## config.mk

```make
export PLATFORM = sky130hd
export DESIGN_NAME = seq_chunk_adder
export DESIGN_NICKNAME = d
export VERILOG_FILES = /design/src/rtl/alu_pkg.sv /design/src/rtl/full_adder.sv /design/src/rtl/rca_slice.sv /design/src/rtl/seq_chunk_adder.sv
export SDC_FILE = /design/constraint.sdc
export NUM_CORES = 1
export LEC_CHECK = 0
export CAP_MARGIN = 20
export CORE_UTILIZATION = 53
export DETAILED_ROUTE_END_ITERATION = 8
export PLACE_DENSITY = 0.78
export SYNTH_ARGS = -nofsm -noshare
export SYNTH_HDL_FRONTEND = slang
export SYNTH_SLANG_ARGS = --single-unit
```

## constraint.sdc

```tcl
create_clock -name clock -period 5.63 [get_ports clock]
set_input_delay 1.126 -clock clock [delete_from_list [all_inputs] [get_ports clock]]
set_output_delay 1.126 -clock clock [all_outputs]
set_load 0.03 [all_outputs]
```

## src/rtl/alu_pkg.sv

```systemverilog
// ---------------------------------------------------------------------------
// alu_pkg
// Shared definitions for the ALU datapath:
//   - state_t       : sequencer states of the multi-cycle adder (IDLE/RUN/DONE)
//   - DEFAULT_WIDTH : default operand width
//   - DEFAULT_CHUNK : default bits processed per clock
//   - cnt_width()   : width of a counter that indexes n slices (minimum 1)
// ---------------------------------------------------------------------------
package alu_pkg;

  localparam int DEFAULT_WIDTH = 32;
  localparam int DEFAULT_CHUNK = 8;

  typedef enum logic [1:0] {
    IDLE = 2'd0,
    RUN  = 2'd1,
    DONE = 2'd2
  } state_t;

  // A single-slice configuration still needs a 1-bit counter.
  function automatic int cnt_width(input int n);
    return (n <= 1) ? 1 : $clog2(n);
  endfunction

endpackage

```

## src/rtl/full_adder.sv

```systemverilog
// ---------------------------------------------------------------------------
// full_adder
// One-bit combinational full adder.
// Ports:
//   a, b  : addend bits
//   ci    : carry in
//   s     : sum bit
//   co    : carry out
// ---------------------------------------------------------------------------
module full_adder (
  input  logic a,
  input  logic b,
  input  logic ci,
  output logic s,
  output logic co
);

  assign s  = a ^ b ^ ci;
  assign co = (a & b) | (ci & (a ^ b));

endmodule

```

## src/rtl/rca_slice.sv

```systemverilog
// ---------------------------------------------------------------------------
// rca_slice
// Combinational CHUNK-bit ripple-carry adder built from full_adder cells.
// Parameters:
//   CHUNK : slice width in bits
// Ports:
//   a, b  : slice operands
//   ci    : carry into bit 0
//   sum   : slice sum
//   co    : carry out of bit CHUNK-1
//   c_msb : carry into bit CHUNK-1 (used for signed overflow)
// ---------------------------------------------------------------------------
module rca_slice #(
  parameter int CHUNK = 8
) (
  input  logic [CHUNK-1:0] a,
  input  logic [CHUNK-1:0] b,
  input  logic             ci,
  output logic [CHUNK-1:0] sum,
  output logic             co,
  output logic             c_msb
);

  logic [CHUNK:0] carry;

  assign carry[0] = ci;

  for (genvar gi = 0; gi < CHUNK; gi++) begin : g_bit
    full_adder u_fa (
      .a  (a[gi]),
      .b  (b[gi]),
      .ci (carry[gi]),
      .s  (sum[gi]),
      .co (carry[gi+1])
    );
  end

  assign co    = carry[CHUNK];
  assign c_msb = carry[CHUNK-1];

endmodule

```

## src/rtl/seq_chunk_adder.sv

```systemverilog
// ---------------------------------------------------------------------------
// seq_chunk_adder
// Multi-cycle signed/unsigned add/subtract unit. One CHUNK-bit slice of the
// operands is added per clock through a single rca_slice, LSB slice first.
// Subtraction is A + ~B + 1. Latency from accept to out_valid is
// WIDTH/CHUNK clocks.
//
// Parameters:
//   WIDTH : operand/result width (multiple of CHUNK)
//   CHUNK : bits per clock (1..WIDTH)
// Ports:
//   clock, reset_n        : rising-edge clock, asynchronous active-low reset
//   in_valid / in_ready   : operand handshake (accepted only in IDLE)
//   in_a, in_b            : operands
//   in_ci                 : carry in (add only)
//   in_sub                : 1 = A - B, 0 = A + B + ci
//   out_valid / out_ready : result handshake
//   out_sum               : result (modulo 2^WIDTH)
//   out_co                : carry out of bit WIDTH-1 (1 = no borrow on sub)
//   out_ovf               : signed overflow
//   out_zero              : result == 0 (only with SEQ_CHUNK_ADDER_ZERO_FLAG_EN)
//
// Build option: define SEQ_CHUNK_ADDER_ZERO_FLAG_EN to add the out_zero port.
// ---------------------------------------------------------------------------
module seq_chunk_adder
  import alu_pkg::*;
#(
  parameter int WIDTH = DEFAULT_WIDTH,
  parameter int CHUNK = DEFAULT_CHUNK
) (
  input  logic             clock,
  input  logic             reset_n,
  input  logic             in_valid,
  output logic             in_ready,
  input  logic [WIDTH-1:0] in_a,
  input  logic [WIDTH-1:0] in_b,
  input  logic             in_ci,
  input  logic             in_sub,
  output logic             out_valid,
  input  logic             out_ready,
  output logic [WIDTH-1:0] out_sum,
  output logic             out_co,
  output logic             out_ovf
`ifdef SEQ_CHUNK_ADDER_ZERO_FLAG_EN
  ,
  output logic             out_zero
`endif
);

  localparam int N     = WIDTH / CHUNK;
  localparam int CNT_W = cnt_width(N);
  localparam logic [CNT_W-1:0] LAST_CNT = CNT_W'(N - 1);

  state_t state_reg, state_next;

  logic [WIDTH-1:0] a_reg;
  logic [WIDTH-1:0] b_reg;
  logic [WIDTH-1:0] res_reg;
  logic [WIDTH-1:0] res_next;
  logic             carry_reg;
  logic [CNT_W-1:0] cnt_reg;

  logic [WIDTH-1:0] out_sum_reg;
  logic             out_co_reg;
  logic             out_ovf_reg;

  logic             accept;
  logic             last_slice;

  logic [CHUNK-1:0] slice_sum;
  logic             slice_co;
  logic             slice_c_msb;

  // -------------------------------------------------------------------------
  // Slice adder: always works on the low CHUNK bits of the shift registers.
  // -------------------------------------------------------------------------
  rca_slice #(
    .CHUNK (CHUNK)
  ) u_slice (
    .a     (a_reg[CHUNK-1:0]),
    .b     (b_reg[CHUNK-1:0]),
    .ci    (carry_reg),
    .sum   (slice_sum),
    .co    (slice_co),
    .c_msb (slice_c_msb)
  );

  // Slice sums enter at the top and move down, so after N slices the first
  // (least significant) slice sits at bit 0.
  if (CHUNK == WIDTH) begin : g_single
    assign res_next = slice_sum;
  end else begin : g_multi
    assign res_next = {slice_sum, res_reg[WIDTH-1:CHUNK]};
  end

  // -------------------------------------------------------------------------
  // FSM: state register
  // -------------------------------------------------------------------------
  always_ff @(posedge clock or negedge reset_n) begin
    if (!reset_n) begin
      state_reg <= IDLE;
    end else begin
      state_reg <= state_next;
    end
  end

  // -------------------------------------------------------------------------
  // FSM: next state and handshake outputs
  // -------------------------------------------------------------------------
  always_comb begin
    state_next = state_reg;
    in_ready   = 1'b0;
    out_valid  = 1'b0;
    accept     = 1'b0;
    last_slice = 1'b0;
    case (state_reg)
      IDLE: begin
        in_ready = 1'b1;
        if (in_valid) begin
          accept     = 1'b1;
          state_next = RUN;
        end
      end
      RUN: begin
        if (cnt_reg == LAST_CNT) begin
          last_slice = 1'b1;
          state_next = DONE;
        end
      end
      DONE: begin
        out_valid = 1'b1;
        if (out_ready) begin
          state_next = IDLE;
        end
      end
      default: begin
        state_next = IDLE;
      end
    endcase
  end

  // -------------------------------------------------------------------------
  // Datapath
  // -------------------------------------------------------------------------
  always_ff @(posedge clock or negedge reset_n) begin
    if (!reset_n) begin
      a_reg       <= '0;
      b_reg       <= '0;
      res_reg     <= '0;
      carry_reg   <= 1'b0;
      cnt_reg     <= '0;
      out_sum_reg <= '0;
      out_co_reg  <= 1'b0;
      out_ovf_reg <= 1'b0;
    end else if (accept) begin
      a_reg     <= in_a;
      b_reg     <= in_sub ? ~in_b : in_b;
      // The +1 of two's-complement negation rides in on the carry.
      carry_reg <= in_sub ? 1'b1 : in_ci;
      cnt_reg   <= '0;
      res_reg   <= '0;
    end else if (state_reg == RUN) begin
      a_reg     <= a_reg >> CHUNK;
      b_reg     <= b_reg >> CHUNK;
      res_reg   <= res_next;
      carry_reg <= slice_co;
      cnt_reg   <= cnt_reg + 1'b1;
      if (last_slice) begin
        out_sum_reg <= res_next;
        out_co_reg  <= slice_co;
        // The last slice holds bit WIDTH-1, so its MSB carries give overflow.
        out_ovf_reg <= slice_c_msb ^ slice_co;
      end
    end
  end

  assign out_sum = out_sum_reg;
  assign out_co  = out_co_reg;
  assign out_ovf = out_ovf_reg;

`ifdef SEQ_CHUNK_ADDER_ZERO_FLAG_EN
  // Running AND of per-slice zero tests, published with out_sum.
  logic zero_acc_reg;
  logic out_zero_reg;
  logic slice_zero;

  assign slice_zero = (slice_sum == '0);

  always_ff @(posedge clock or negedge reset_n) begin
    if (!reset_n) begin
      zero_acc_reg <= 1'b0;
      out_zero_reg <= 1'b0;
    end else if (accept) begin
      zero_acc_reg <= 1'b1;
    end else if (state_reg == RUN) begin
      zero_acc_reg <= zero_acc_reg & slice_zero;
      if (last_slice) begin
        out_zero_reg <= zero_acc_reg & slice_zero;
      end
    end
  end

  assign out_zero = out_zero_reg;
`endif

endmodule

```

==> metrics.csv <==
metric;value;unit
die_h;108;µm
antenna_found_initial;0;
globalRouteMet3Util;4.60;%
ant_nets;0;
min_path_type;input port to async pin;
rsz0062_at_grt;no;
p_comb_share;38.7;%
hold_buffers;0;
fin_worst_skew;0.00821;ns
synth_top_cell_by_area;dfrtp_1;
path_buf_inv;3;
drive_above_1_share;13.5;%
yosys_warnings;0;
clock-root-buffer;clkbuf_8;
syn_area;5940;µm²
timing.fmax;0.238;GHz
initial_core_util;54.5;%
wl_per_cell;17.0;µm
ctsResizeCount;0;
startpoint;carry_reg;
synth_seq_cells;127;
via_count;4484;
cts.sinks;127;
power_frac_seq;34.4;%
async_flop_share;100;%
power.density;585;nW/µm²
use_met1;32.6;%
track_usage;25.3;%
synth_edf_count;0;
leakage;3.32;nW
first_pass_iters;5;
avgSynthCellArea;10.5;µm²
critPathSlowestCell;fa_1;
cts_buffers;17;
crit_fanout;3;
die_w;108;µm
reg2reg_from;carry_reg;
hpwl;8490;µm
netSwitchingPower;0.00170;W
rows;38;
routed_wl;13600;µm
place_area;6950;µm²
cts_buffer_depth;2;
p_int;0.00277;W
syn_nets;643;
reg2regPathDepth;13;
cp-endpoint;out_ovf;
max-cap-violations;0;
drv_slew;0;
post_cts_buffers;0;
vdd_drop_max;304;µV
grt_pass1_wl;22400;µm
crit_path_end_kind;register;
grt_max_degree;85;
areaGrowthSynthToFinish;28.9;%
status;finished, final reports clean;
grt_overflow;0;
ys_seq_area_share;53.5;%
post-route-period-util;74.5;%
cp_data_required_time;6.07;ns
r2r_end;out_ovf;
postLayoutCellArea;7650;µm²
synth_top_cell_area_share;53.5;%
ioPinCount;106;
relSlewSlack;29.1;%
clk_latency;0.52;ns
cpMostUsedCell;fa_1;
top_usage_layer;met2;
path_cells;inv_1 -> fa_1 -> fa_1 -> fa_1 -> fa_1 -> fa_1 -> inv_1 -> fa_1 -> fa_1 -> inv_1 -> fa_1 -> xor2_1 -> o21ai_0;
pwr-share-clk;27.0;%
critical-path-top-delay-family;adder cells;
setup_tns;0;ns
synth_cell_types;29;
synth_area_leaders;dfrtp_1 54%, nand2_1 6.3%, mux2_2 4.9%;
hold_viol_final;0;
worstPathArrival;4.63;ns
cp.depth;13;
rrSetupSlack;1.43;ns
path_class;register to register;
dominantRegCellSynth;dfrtp_1;
htree_levels;4;
cpPeakStageDelay;0.50;ns
grt_pass1_vias;4572;
diodes;0;
cts_tree;yes;
setup_viol;0;
syn-instance-count;564;
drcViolationCount;0;
clkTransAtPathRegs;0.06;ns
tightest_slew;1.06;ns
first_iter_violations;317;
fillers;805;
core;10900;µm²
die_area;11600;µm²
fin_nets;727;
place_congestion;0.771;
fin_crit;4.20;ns
swShare;38.1;%
port_buffers;105;
via_per_inst;5.60;
startpoint_type;register;
grtUsageMet2;43.3;%
cell usage in the layout, fill, tap and decap left out, drive strengths merged, types with 8 or more instances in the layout:
cell / count
nor2b: 19
buf: 9
o221ai: 17
clkbuf: 18
fa: 8
inv: 30
clkdlybuf4s50: 103
mux2: 26
nand2: 99
dfrtp: 127
a22oi: 28
o21ai: 56
xnor2: 29
a21oi: 19
nand3: 41
synthesized netlist by cell type, types with 8 or more instances:
library cell and number:
dfrtp_1 127, nand2_1 99, o21ai_0 55, nand3_1 41
xnor2_1 29, a22oi_1 28, mux2_2 26, inv_1 24
buf_2 23, a21oi_1 19, nor2b_1 19, clkbuf_1 18
o221ai_2 16, fa_1 8
layout make-up:
class                      instances  area [µm²]  area share (%)
sequential                       127        3180            41.6
multi-input combinational        366        2430            31.7
timing repair buffer             112        1120            14.7
clock buffer                      18         428            5.59
clock inverter                    14         225            2.94
tap                              140         175            2.29
inverter                          24        90.1            1.18
power groups by stage:
stage	Combinational (W)	Clock, W	Sequential [W]
floorplan	0.00105	0	0.00165
global placement	0.00163	0	0.00153
detailed placement	0.00169	0	0.00155
CTS	0.00172	0.00121	0.00154
global route	0.00190	0.00126	0.00158
finish	0.00173	0.00121	0.00154
routing by layer:
metal | wire (µm) | up-vias
met3 | 619 | 20
li1 | - | 2095
met1 | 5880 | 2216
met4 | 197 | 0
met5 | 0 | -
met2 | 6900 | 153
worst min path at each step:
stage | endpoint | slack (ns) | cells after the start
after detailed placement | out_sum[24] | 0.47 | 2
after global routing | out_sum[18] | 0.44 | 1
after global placement | out_sum[25] | 0.46 | 2
final | out_sum[18] | 0.44 | 1
after CTS | out_sum[24] | 0.49 | 2
after floorplan | a_reg[0] | 0.45 | 2
through the flow:
step | worst slack (ns) | hold slack [ns] | util (%) | std cells | power, W
CTS | 1.40 | 0.486 | 69.8 | 798 | 0.00447
global placement | 1.64 | 0.464 | 63.8 | 766 | 0.00316
global route | 1.23 | 0.436 | 70.3 | 801 | 0.00474
floorplan | 1.72 | 0.450 | - | 564 | 0.00270
finish | 1.43 | 0.439 | 70.3 | 801 | 0.00447
detailed placement | 1.49 | 0.473 | 63.8 | 766 | 0.00324
cells by family (layout without fill, tap and decap cells):
family,count (synthesis),count (layout),share of synthesized area (%)
buffers and inverters,71,168,5.73
flip-flops,127,127,53.5
AND/OR/NAND/NOR,169,169,12.7
adder cells (fa/ha/maj),9,9,2.91
XOR/XNOR,33,33,4.87
multiplexers,26,26,4.93
AO/OA/AOI/OAI,129,129,15.3
(Power assumes the default switching activity.)
